**src/rtl/fetch_stage.sv**
```systemverilog
// IF stage and IF/ID register: PCF, imem req/ack handshake, redirect and bubbles.
// Optional FETCH_PERF_CNT_EN adds handoff/drop counters on fetch_cnt/drop_cnt.
module fetch_stage #(
    parameter int unsigned       XLEN     = 32,
    parameter logic [XLEN-1:0]   RESET_PC = '0,
    parameter int unsigned       PC_STEP  = 4
) (
    input  logic            clk,
    input  logic            reset_n,
    input  logic            StallF,
    input  logic            StallD,
    input  logic            FlushD,
    input  logic            PCSrcE,
    input  logic [XLEN-1:0] PCTargetE,
    output logic            imem_req,
    output logic [XLEN-1:0] imem_addr,
    input  logic            imem_ack,
    input  logic [XLEN-1:0] imem_rdata,
    output logic [XLEN-1:0] InstrD,
    output logic [XLEN-1:0] PCD,
    output logic [XLEN-1:0] PCPlus4D,
    output logic            ValidD,
    output logic [31:0]     fetch_cnt,
    output logic [15:0]     drop_cnt
);

    localparam logic [XLEN-1:0] STEP = XLEN'(PC_STEP);

    typedef enum logic [1:0] {
        S_BOOT,
        S_REQ,
        S_HOLD,
        S_DROP
    } state_t;

    state_t          state;
    state_t          state_nxt;
    logic [XLEN-1:0] pcf;
    logic [XLEN-1:0] pc_nxt;
    logic [XLEN-1:0] stale_pc;
    logic [XLEN-1:0] buf_instr;
    logic [XLEN-1:0] src_instr;
    logic            ack;
    logic            avail;
    logic            handoff;
    logic            load;

    // An ack only completes a transfer while a request is actually up
    assign ack       = imem_ack & imem_req;
    assign avail     = ((state == S_REQ) & ack) | (state == S_HOLD);
    assign handoff   = avail & ~StallD & ~StallF;
    assign load      = handoff & ~PCSrcE;
    assign src_instr = (state == S_HOLD) ? buf_instr : imem_rdata;

    // State register
    always_ff @(posedge clk or negedge reset_n) begin
        if (!reset_n) begin
            state <= S_BOOT;
        end else begin
            state <= state_nxt;
        end
    end

    // Next-state: redirect beats handoff; unacked redirect waits out the stale fetch
    always_comb begin
        state_nxt = state;
        unique case (state)
            S_BOOT: state_nxt = S_REQ;
            S_REQ: begin
                if (PCSrcE) begin
                    state_nxt = ack ? S_REQ : S_DROP;
                end else if (ack && !handoff) begin
                    state_nxt = S_HOLD;
                end
            end
            S_HOLD: begin
                if (PCSrcE || handoff) begin
                    state_nxt = S_REQ;
                end
            end
            S_DROP: begin
                if (ack) begin
                    state_nxt = S_REQ;
                end
            end
            default: state_nxt = S_BOOT;
        endcase
    end

    // Outputs: request held at the stale address while draining a dropped fetch
    always_comb begin
        imem_req  = 1'b0;
        imem_addr = pcf;
        unique case (state)
            S_REQ:  imem_req = 1'b1;
            S_DROP: begin
                imem_req  = 1'b1;
                imem_addr = stale_pc;
            end
            default: imem_req = 1'b0;
        endcase
    end

    // Next PC: redirect target, else advance on each handoff
    always_comb begin
        pc_nxt = pcf;
        if (state != S_BOOT && PCSrcE) begin
            pc_nxt = PCTargetE;
        end else if (load) begin
            pc_nxt = pcf + STEP;
        end
    end

    // PCF, stale request address and the stalled-instruction buffer
    always_ff @(posedge clk or negedge reset_n) begin
        if (!reset_n) begin
            pcf       <= RESET_PC;
            stale_pc  <= RESET_PC;
            buf_instr <= '0;
        end else begin
            pcf <= pc_nxt;
            if (state == S_REQ && PCSrcE && !ack) begin
                stale_pc <= pcf;
            end
            if (state == S_REQ && ack && !handoff && !PCSrcE) begin
                buf_instr <= imem_rdata;
            end
        end
    end

    // IF/ID register: flush > stall > load > bubble
    always_ff @(posedge clk or negedge reset_n) begin
        if (!reset_n) begin
            InstrD   <= '0;
            PCD      <= '0;
            PCPlus4D <= '0;
            ValidD   <= 1'b0;
        end else if (FlushD) begin
            InstrD   <= '0;
            PCD      <= '0;
            PCPlus4D <= '0;
            ValidD   <= 1'b0;
        end else if (StallD) begin
            ValidD   <= ValidD;
        end else if (load) begin
            InstrD   <= src_instr;
            PCD      <= pcf;
            PCPlus4D <= pcf + STEP;
            ValidD   <= 1'b1;
        end else begin
            InstrD   <= '0;
            ValidD   <= 1'b0;
        end
    end

`ifdef FETCH_PERF_CNT_EN
    logic drop;

    // A discarded ack or a buffered instruction thrown away by redirect
    assign drop = (PCSrcE & (((state == S_REQ) & ack) | (state == S_HOLD)))
                | ((state == S_DROP) & ack);

    // Free-running wrap-around performance counters
    always_ff @(posedge clk or negedge reset_n) begin
        if (!reset_n) begin
            fetch_cnt <= '0;
            drop_cnt  <= '0;
        end else begin
            if (load) begin
                fetch_cnt <= fetch_cnt + 32'd1;
            end
            if (drop) begin
                drop_cnt <= drop_cnt + 16'd1;
            end
        end
    end
`else
    assign fetch_cnt = '0;
    assign drop_cnt  = '0;
`endif

endmodule

```
**config.mk**
```make
export PLATFORM = sky130hd
export DESIGN_NAME = fetch_stage
export DESIGN_NICKNAME = d
export VERILOG_FILES = /design/src/rtl/fetch_stage.sv
export SDC_FILE = /design/constraint.sdc
export NUM_CORES = 1
export LEC_CHECK = 0
export BUFFER_PORTS_ARGS = -buffer_cell sky130_fd_sc_hd__clkbuf_2
export CAP_MARGIN = 20
export CELL_PAD_IN_SITES_DETAIL_PLACEMENT = 1
export CELL_PAD_IN_SITES_GLOBAL_PLACEMENT = 2
export CORE_UTILIZATION = 30
export CTS_CLUSTER_SIZE = 12
export DETAILED_ROUTE_END_ITERATION = 7
export PLACE_DENSITY_LB_ADDON = 0.1
export SLEW_MARGIN = 20
export SYNTH_ARGS = -nofsm -noshare
export SYNTH_HDL_FRONTEND = slang
export SYNTH_SLANG_ARGS = --single-unit
```
**constraint.sdc**
```tcl
create_clock -name clk -period 2.2 [get_ports clk]
set_input_delay 0.11 -clock clk [delete_from_list [all_inputs] [get_ports clk]]
set_output_delay 0.11 -clock clk [all_outputs]
set_load 0.1 [all_outputs]
```
# Word level (Yosys, flattened, before mapping)
# Index checks and enable logic that the tools add are counted.
[word_totals] register_bits=195 latchBits=0 mem_bits_rw=0 romBits=0 input_bits=71 output_inout_bits=178 elab_cells=65 mem_count=0
[classes] add_sub_neg=1 mul=0 div_mod_pow=0 n_lt_le_gt_ge=0 eq_ne=7 shift=0 n_mux=22 bitwise_logic=9 n_reduce_logical=18
[op_table] op="$mux W32" count=12
[op_table] op="$add A32 B3 Y32 const B" count=1
[op_table] op="$mux W2" count=5
[op_table] op="$pmux W2 S4" count=1
[op_table] op="$logic_and A1 B1 Y1" count=7
[op_table] op="$reduce_bool A2 Y1" count=3
[op_table] op="$and A1 B1 Y1" count=5
[op_table] op="$eq A2 B2 Y1 const B" count=2
[op_table] op="$mux W1" count=4
[op_table] op="$ne A2 B1 Y1 const B" count=2
[op_table] op="$logic_not A1 Y1" count=3
[op_table] op="$ne A3 B2 Y1 const B" count=1
[op_table] op="$not A1 Y1" count=3
[op_table] op="$reduce_and A3 Y1" count=1
[op_table] op="$eq A2 B1 Y1 const B" count=1
[op_table] op="$logic_not A2 Y1" count=1
[op_table] op="$ne A2 B2 Y1 const B" count=1
[op_table] op="$reduce_and A2 Y1" count=1
[op_table] op="$reduce_or A2 Y1" count=1
[op_table] op="$logic_or A1 B1 Y1" count=1
[op_table] op="$or A1 B1 Y1" count=1

# Depth between registers and ports, before layout
# Gate-level depths: netlist of the first run.
[logic_depth] depth_word=13 depth_mapped=8 depth_no_buf=5

# Worst setup path after synthesis of the first run
# Ideal clock, no wire load.
[synth_timing] path_type="reg2reg" startpoint="register pcf[2]" endpoint="register pcf[24]" setup_time_ns=0.145 t_arrival_ns=2.057 required_time_ns=2.055 path_slack_ns=-0.002 stages_incl_launch_ff=8 n_path_buf=2 period_less_slack_ns=2.202 path_cell_list="dfrtp_1 -> ha_1 -> nand2_1 -> or4_4 -> buf_6 -> buf_2 -> o311ai_0 -> nand4_1"
[synth_via] elab_chain_len=3
[synth_lines] item="start, declared" line="38" rtl="logic [XLEN-1:0] pcf;"
[synth_lines] item="start signal, assigned" line="121" rtl="pcf <= pc_nxt;"
[synth_lines] item="$add A32 B3 Y32" line="110" rtl="pc_nxt = pcf + STEP;"
[synth_lines] item="$mux W32" line="109" rtl="end else if (load) begin"
[synth_lines] item="$mux W32" line="107" rtl="if (state != S_BOOT && PCSrcE) begin"
# No other way between the ends. The select of a mux whose other input is x is not followed.
# A chain may end at the register's enable or synchronous reset.

# Final worst setup path of the first run
[layout_timing] startpoint="register pcf[3]" endpoint="register pcf[20]"
# The elaborated chain is that of the path after synthesis.

==> results.cfg, run 1 <==
[floorplan]
fp.coreArea_um2 = 31700
floorplan.die.width_um = 182
std_cell_rows = 65
design.portCount = 249
vertical_die_dimension_um = 182
initial_core_util_pct = 30.7
dieArea_um2 = 33200

[yosys]
ys_async_sr_fraction_pct = 100
dominantRegCellSynth = sky130_fd_sc_hd__dfrtp_1
syn_inst = 936
avgSynthCellArea_um2 = 10.4
post_synth_instance_area_um2 = 9740
synth-seq-cells = 193
synth_enable_flop_cells = 0
post_synth_num_cell_types = 54
yosysSeqAreaShare_pct = 49.6
synth-warning-count = 0

[setup_path]
ff2ff_path_depth = 6
crit_fanout = 16
cp_data_arrival_time_ps = 2490
endpoint_kind = flop
cp-startpoint = pcf[3]$_DFFE_PN0P_
crit_path_start_kind = flop
critPathKind = reg -> reg
critical_path.reg2reg.startpoint = pcf[3]$_DFFE_PN0P_
worst-endpoint-required_ps = 2560

[placement]
post-place-ws_ps = 68.8
gp_routability_congestion = 0.722
number_of_i_o_port_buffers = 200
place.detailed.hpwl_mm = 20.2

[clock_tree]
root_cell_of_the_clock_tree = sky130_fd_sc_hd__clkbuf_16
cts_buffer_depth = 2
clk_latency_ps = 450
cts.sinks = 193
tritoncts.num_buffers = 17
htree_levels = 4
cts_tree = yes
clk_transition_reported_paths_ps = 70

[timing]
skew_ps = 7.98
final_critical_path_setup_slack_ps = 75.9
setup_repair_after_global_routing_missed_its_margin = true
relative_max_transition_margin_pct = 58.7
max_freq_mhz = 471
finalHoldViolations = 0
worst_pin_slew_ps = 619
min_period_over_period_pct = 96.6
period_minus_slack_ps = 2120
setup_viol = 0
slew_viol_final = 0

[pwr]
p_leak_nw = 5.99
power_density_nw_per_um2 = 978
report.power.total_mw = 12.7
power.ir.vdd_worst_mv = 0.540

[global_route]
grt_overflow_total = 0
largest_net_degree_at_the_start_of_global_routing = 79
grt_antenna_before_repair = 0
gr-usage-all-layers_pct = 18.6
grt_pass1_vias = 8235
grt_first_pass_wirelength_mm = 47.6

[route]
vias_per_cell = 4.85
drtIter0Drc = 308
dr.pass1.iters = 4
routedWlPerCell_um = 18.5
wirelength_mm = 29.8
routed_antenna_nets = 0
dr_total_vias = 7800
detail_route.drc_violations = 0

[cells_and_area]
drive_above_1_share_pct = 34.8
layout_common_cells = 193 x sky130_fd_sc_hd__dfrtp_1, 167 x sky130_fd_sc_hd__clkbuf_2, 135 x sky130_fd_sc_hd__nand2_1
final.fill_count = 3563
final_nets = 1266
signed_area_change_from_the_synthesized_netlist_to_the_final_layout_pct = 33.2
final_core_util_pct = 40.9
layout.cells.most_common = sky130_fd_sc_hd__dfrtp_1
antenna_cells = 0

[outcome]
status = finished, final reports clean

[min_path]
holdCritStartpoint = PCTargetE[18]
holdCritPathClass = in -> reg
hold-path-cell-count = 4

[job]
drv.max_cap_violation_count = 0
==> per-layer routing <==
layer / GRT usage, % / share of wire [%]
met1: 24.2 / 46
met5: 0 / 0
met2: 31.0 / 48
met4: 4.81 / 1.0
met3: 4.39 / 4.9
==> metrics by stage <==
step	cells	instance area [um2]	hold WS, ps	setup TNS, ps
finish	1609	13000	42.9	0
global route	1609	13000	36.2	-31.5
CTS	1608	12900	21.7	0
detailed placement	1513	11700	-46.2	0
global placement	1513	11700	-44.1	0
floorplan	983	9920	-186	0
==> synth_stat cells, types with 6 or more instances <==
cell type	number	area [um2]
sky130_fd_sc_hd__a211oi_1	17	128
sky130_fd_sc_hd__buf_4	56	420
sky130_fd_sc_hd__o211ai_1	10	75.1
sky130_fd_sc_hd__nor3_1	6	30.0
sky130_fd_sc_hd__buf_1	12	45.0
sky130_fd_sc_hd__clkbuf_8	6	82.6
sky130_fd_sc_hd__buf_2	12	60.1
sky130_fd_sc_hd__dfrtp_1	193	4830
sky130_fd_sc_hd__nand2_1	137	514
sky130_fd_sc_hd__mux2i_1	39	390
sky130_fd_sc_hd__a31oi_1	10	62.6
sky130_fd_sc_hd__nand3_1	18	90.1
sky130_fd_sc_hd__xnor2_1	11	96.3
sky130_fd_sc_hd__mux2_2	98	1100
sky130_fd_sc_hd__a311oi_1	9	78.8
sky130_fd_sc_hd__or4_1	20	150
sky130_fd_sc_hd__o31ai_1	10	75.1
sky130_fd_sc_hd__o21ai_0	42	210
sky130_fd_sc_hd__inv_1	6	22.5
sky130_fd_sc_hd__clkbuf_1	46	173
sky130_fd_sc_hd__a21oi_1	40	200
sky130_fd_sc_hd__or3_1	13	81.3
sky130_fd_sc_hd__o221a_2	6	67.6
sky130_fd_sc_hd__nand4_1	17	106
sky130_fd_sc_hd__nor2_1	40	150
==> registers in the layout, indices dropped and copies added, names as in the netlist <==
signal	cells
state	2
InstrD	32
stale_pc	32
pcf	32
ValidD	1
PCD	32
buf_instr	32
PCPlus4D	30
==> repair_timing <==
action,CTS,global route
setup buffers,0,1
resized for setup,1,4
hold buffers,63,0
setup endpoints to repair,2,7
pin swaps,0,4
hold endpoints to repair,286,0
==> final timing paths <==
path	to	slack (ps)
setup / recovery	pcf[20]$_DFFE_PN0P_	80
hold / removal	pcf[18]$_DFFE_PN0P_	40
setup reg to reg	pcf[20]$_DFFE_PN0P_	80
hold reg to reg	InstrD[15]$_DFFE_PN0P_	480
max in group asynchronous	buf_instr[15]$_DFFE_PN0P_	1470
min in group asynchronous	PCPlus4D[26]$_DFFE_PN0P_	50
==> cell type report <==
cell class / instances / area [um2] / share of cell area [%]
clock buffers: 21 / 470 / 3.63
clock inverters: 11 / 150 / 1.16
inverters: 6 / 22.5 / 0.174
multi-input cells: 647 / 4290 / 33.1
flip-flops and latches: 193 / 4830 / 37.2
well taps: 402 / 503 / 3.88
repair buffers: 329 / 2710 / 20.9
==> where the power goes <==
| group | internal (mW) | switching (mW) | total (mW) |
|---|---|---|---|
| logic | 1.73 | 3.16 | 4.89 |
| clock network | 1.89 | 1.48 | 3.38 |
| registers | 4.10 | 0.328 | 4.43 |
==> logic make-up after synthesis <==
family	Yosys count	synth area share, %
xor gates and xnor gates	15	1.35
DFF	193	49.6
other	1	0.0385
buffers and inverters	143	8.80
AOI/OAI and AO/OA	165	10.9
and+or+nand+nor	281	13.8
adders and majority gates	1	0.128
muxes	137	15.3
==> worst max-delay path: stages, from the launching register on <==
cell	delay (ps)
sky130_fd_sc_hd__dfrtp_1	370
sky130_fd_sc_hd__ha_2	190
sky130_fd_sc_hd__nand2_2	60
sky130_fd_sc_hd__or4_4	580
sky130_fd_sc_hd__buf_12	180
sky130_fd_sc_hd__or4_1	470
sky130_fd_sc_hd__a31oi_1	180
Note: power is estimated with default switching activity, not from simulation.
==> run 2, diff against run 1 <==
- CORE_MARGIN: unset -> 4
==> run 2 against run 1 <==
- die area rose by 6.7%
- count of clock-buffer cells in the layout fell by 3
- total power fell by 1.3%
- final area rose by 0.61%
- fmax rose by 0.78%
- wire length rose by 3.5%
- clock power fell by 5%
- register-to-register slack improved by 20 ps
- cell count rose by 2.4%
- via count barely moved
- clock skew rose by 0.52 ps
- critical path depth did not move
- critical path type unchanged
- largest power group unchanged
==> results.cfg, run 2 (synthesized netlist as in run 1, its figures left out) <==
[clock_tree]
post-cts-setup-buffer-count = 0
tritoncts.num_buffers = 17
cts_tree = yes
htree_levels = 4
cts_buffer_depth = 2
clk_transition_reported_paths_ps = 80
clk_latency_ps = 440
root_cell_of_the_clock_tree = sky130_fd_sc_hd__clkbuf_16
cts.sinks = 193

[pwr]
power_density_nw_per_um2 = 959
report.power.total_mw = 12.5
power.ir.vdd_worst_mv = 0.503
p_leak_nw = 5.99

[setup_path]
critPathKind = reg -> reg
cp_data_arrival_time_ps = 2470
worst-endpoint-required_ps = 2560
crit_path_start_kind = flop
crit_fanout = 14
endpoint_kind = flop

[timing]
max_freq_mhz = 474
slew_viol_final = 0
worst_pin_slew_ps = 637
fin_setup_tns_ps = 0
skew_ps = 8.50
relative_max_transition_margin_pct = 57.2
finalHoldViolations = 0
min_period_over_period_pct = 95.8
setup_viol = 0
period_minus_slack_ps = 2110

[floorplan]
floorplan.die.width_um = 188
dieArea_um2 = 35400
vertical_die_dimension_um = 188
initial_core_util_pct = 30.6
std_cell_rows = 65
design.portCount = 249
fp.coreArea_um2 = 31800

[placement]
place.detailed.hpwl_mm = 21.4
gp_routability_congestion = 0.750
number_of_i_o_port_buffers = 200

[global_route]
gr-usage-all-layers_pct = 17.5
grt_antenna_before_repair = 1
grt_pass1_vias = 8360
grt_overflow_total = 0
grt_first_pass_wirelength_mm = 49.2
largest_net_degree_at_the_start_of_global_routing = 67

[route]
detail_route.drc_violations = 0
drtIter0Drc = 309
routedWlPerCell_um = 18.8
dr_total_vias = 7806
wirelength_mm = 30.9
dr.pass1.iters = 4
vias_per_cell = 4.74
routed_antenna_nets = 0

[min_path]
holdCritPathClass = in -> reg

[cells_and_area]
signed_area_change_from_the_synthesized_netlist_to_the_final_layout_pct = 34.0
final_core_util_pct = 41.1
layout_common_cells = 193 x sky130_fd_sc_hd__dfrtp_1, 167 x sky130_fd_sc_hd__clkbuf_2, 136 x sky130_fd_sc_hd__nand2_1
final_nets = 1270
final.fill_count = 3535
drive_above_1_share_pct = 35.0
layout.cells.most_common = sky130_fd_sc_hd__dfrtp_1

[job]
drv.max_cap_violation_count = 0

[outcome]
status = finished, final reports clean
## run 2: cell count changes in the layout (fill, tap and decap cells not counted), moves of 4 or more
cell                         delta
sky130_fd_sc_hd__buf_12         +4
sky130_fd_sc_hd__inv_6          -4
sky130_fd_sc_hd__clkinvlp_4     +4
sky130_fd_sc_hd__clkinv_4       +5
## run 2: area by class of cell
class                           instances  area, um2  share of cell area (%)
Antenna cell                            1       2.50                  0.0192
Clock buffer                           18        439                    3.36
Clock inverter                         14        160                    1.23
Inverter                                6       22.5                   0.173
Multi-Input combinational cell        647       4270                    32.7
Sequential cell                       193       4830                    37.0
Tap cell                              435        544                    4.17
Timing Repair Buffer                  333       2780                    21.3
## run 2: path summary, 6_finish.rpt
| kind | startpoint | to | slack, ps | cells after the start |
|---|---|---|---|---|
| max | pcf[2]$_DFFE_PN0P_ | pcf[20]$_DFFE_PN0P_ | 90 | 6 |
| min | PCSrcE | state[0]$_DFFE_PN0P_ | 30 | 3 |
| max reg2reg | pcf[2]$_DFFE_PN0P_ | pcf[20]$_DFFE_PN0P_ | 90 | 6 |
| min reg2reg | InstrD[4]$_DFFE_PN0P_ | InstrD[4]$_DFFE_PN0P_ | 490 | 2 |
| max in group asynchronous | reset_n | buf_instr[6]$_DFFE_PN0P_ | 1330 | 3 |
| min in group asynchronous | reset_n | PCD[20]$_DFFE_PN0P_ | 200 | 2 |
## run 2: timing repair
action	4_1_cts	5_1_grt
gates resized for setup	0	2
endpoints found under the hold margin	130	0
setup endpoints to repair	0	7
hold buffers	62	0
## run 2: layer usage
layer / part of all wire (%) / vias up / track usage (%)
met3: 5.4 / 13 / 5.06
met1: 45 / 3895 / 22.8
met5: 0 / - / 0
met4: 0.78 / 0 / 3.05
li1: - / 3740 / -
met2: 48 / 158 / 29.3
## run 2: power by group
group	switching, mW	internal (mW)
registers	0.325	4.10
logic	3.16	1.74
clock network	1.48	1.72
total	4.96	7.56
## run 2: worst max-delay path: stages, from the launching register on
cell and delay [ps]:
sky130_fd_sc_hd__dfrtp_1 350, sky130_fd_sc_hd__ha_2 180, sky130_fd_sc_hd__nand2_1 70, sky130_fd_sc_hd__or4_4 620
sky130_fd_sc_hd__buf_12 180, sky130_fd_sc_hd__or4_1 460, sky130_fd_sc_hd__a31oi_1 170
## run 2: stage by stage
step,hold WS (ps),instance area (um2),setup slack (ps),cells
after floorplan,-186,9920,18.9,983
after global placement,107,11800,118,1552
after detailed placement,104,11800,71.1,1552
after CTS,10.8,13000,66.8,1646
after global routing,43.7,13100,-1.98,1646
final,33.5,13100,92.4,1647
==> run 3, diff against run 2 <==
- CORE_MARGIN: 4 -> unset
- PLACE_DENSITY: unset -> 0.8
- PLACE_DENSITY_LB_ADDON: 0.1 -> unset
- SETUP_SLACK_MARGIN: unset -> 0.05
==> run 3 against run 2 <==
- global-route usage rose by 1.1 points
- sequential power about the same
- register-to-register slack got worse by 30 ps
- highest routed layer unchanged
- hold slack lost 9.7 ps
- worst setup slack worse by 30 ps
==> results.cfg, run 3 (synthesized netlist as in run 1, its figures left out) <==
[clock_tree]
cts_buffer_depth = 2
htree_levels = 4
tritoncts.num_buffers = 17
root_cell_of_the_clock_tree = sky130_fd_sc_hd__clkbuf_16
cts_tree = yes
clk_latency_ps = 450
clk_transition_reported_paths_ps = 80
cts.sinks = 193

[pwr]
power.ir.vdd_worst_mv = 0.502
part_of_the_power_in_the_clock_network_pct = 25.6
net-switching-power_mw = 5.10
power_density_nw_per_um2 = 970
seq_power_share_pct = 35.3
power.share.combinational_pct = 39.1
sw_frac_of_total_pct = 40.4
cell_internal_pwr_mw = 7.52
report.power.total_mw = 12.6
p_leak_nw = 5.99

[route]
routed_antenna_nets = 0
dr.pass1.iters = 4
routedWlPerCell_um = 18.8
vias_per_cell = 4.97
drtIter0Drc = 394
dr_total_vias = 7990
detail_route.drc_violations = 0
wirelength_mm = 30.3

[timing]
slew_viol_final = 0
final_critical_path_setup_slack_ps = 62.3
max_freq_mhz = 468
period_minus_slack_ps = 2140
fin_setup_tns_ps = 0
setup_viol = 0
finalHoldViolations = 0
skew_ps = 13.3
setup_repair_after_global_routing_missed_its_margin = true
min_period_over_period_pct = 97.2
worst_pin_slew_ps = 735
relative_max_transition_margin_pct = 50.6
fin_hold_ws_ps = 23.8

[global_route]
gr-usage-all-layers_pct = 18.6
grt_pass1_vias = 8478
grt_first_pass_wirelength_mm = 48.2
grt_overflow_total = 0
largest_net_degree_at_the_start_of_global_routing = 68
grt_antenna_before_repair = 0

[setup_path]
cp-startpoint = pcf[3]$_DFFE_PN0P_
critPathKind = reg -> reg
crit_fanout = 6
endpoint_kind = flop
crit_path_start_kind = flop
critical_path.reg2reg.startpoint = pcf[3]$_DFFE_PN0P_
cp_data_arrival_time_ps = 2490
worst-endpoint-required_ps = 2550

[floorplan]
std_cell_rows = 65
dieArea_um2 = 33200
fp.coreArea_um2 = 31700
design.portCount = 249
floorplan.die.width_um = 182
vertical_die_dimension_um = 182
initial_core_util_pct = 30.7

[outcome]
status = finished, final reports clean

[placement]
place.detailed.hpwl_mm = 20.3
gp_routability_congestion = 0.750
dp_cells = 1510
post_placement_cell_area_um2 = 11700
post-place-ws_ps = 82.3
number_of_i_o_port_buffers = 200

[cells_and_area]
final_core_util_pct = 41.0
signed_area_change_from_the_synthesized_netlist_to_the_final_layout_pct = 33.5
final.fill_count = 3560
antenna_cells = 0
final_design_area_excluding_fillers_um2 = 13000
layout.cells.most_common = sky130_fd_sc_hd__dfrtp_1
drive_above_1_share_pct = 34.7
layout_common_cells = 193 x sky130_fd_sc_hd__dfrtp_1, 166 x sky130_fd_sc_hd__clkbuf_2, 136 x sky130_fd_sc_hd__nand2_1
final_nets = 1265
final-instance-count-excl-fill = 1608

[min_path]
holdCritPathClass = in -> reg
holdCritStartpoint = PCTargetE[18]

[job]
drv.max_cap_violation_count = 0
run 3: worst paths after layout:
| path | slack (ps) | cells past startpoint | end |
|---|---|---|---|
| setup / recovery | 60 | 5 | PCPlus4D[30]$_DFFE_PN0P_ |
| hold / removal | 20 | 4 | pcf[18]$_DFFE_PN0P_ |
| setup reg to reg | 60 | 5 | PCPlus4D[30]$_DFFE_PN0P_ |
| hold reg to reg | 490 | 2 | InstrD[6]$_DFFE_PN0P_ |
| max in group asynchronous | 1170 | 3 | InstrD[11]$_DFFE_PN0P_ |
| min in group asynchronous | 230 | 2 | PCPlus4D[22]$_DFFE_PN0P_ |
run 3: routing by layer:
layer / routed length (um) / track usage (%) / vias to the layer above
met4: 401 / 4.61 / 0
li1: - / - / 3720
met3: 1920 / 4.95 / 24
met5: 0 / 0 / -
met2: 14600 / 30.7 / 217
met1: 13300 / 24.2 / 4029
run 3: what timing repair did:
| item | in CTS | in global routing |
|---|---|---|
| endpoints found under the setup margin | 0 | 17 |
| endpoints found under the hold margin | 151 | 0 |
| gates resized for setup | 0 | 4 |
| buffers inserted | 0 | 2 |
| hold buffers | 63 | 0 |
run 3: final cells by class:
cell class	instances	area, um2	share of cell area [%]
clock buffer	19	453	3.48
clock inverter	13	140	1.08
inverter	6	22.5	0.173
multi-input combinational	647	4300	33.1
sequential	193	4830	37.1
tap	402	503	3.87
timing repair buffer	328	2760	21.2
run 3: worst max-delay path, stage by stage, from the launching register on:
cell                       delay (ps)
sky130_fd_sc_hd__dfrtp_1          400
sky130_fd_sc_hd__ha_4             150
sky130_fd_sc_hd__nand2_1           60
sky130_fd_sc_hd__or4_4            590
sky130_fd_sc_hd__or4_1            570
sky130_fd_sc_hd__a311oi_2         280
run 3: power by group through the flow:
stage | Combinational (mW) | Clock [mW] | Sequential (mW)
global route | 5.17 | 3.45 | 4.53
finish | 4.93 | 3.23 | 4.45
CTS | 4.94 | 3.34 | 4.45
floorplan | 3.16 | 0 | 4.68
global placement | 4.79 | 0 | 4.47
detailed placement | 4.83 | 0 | 4.52
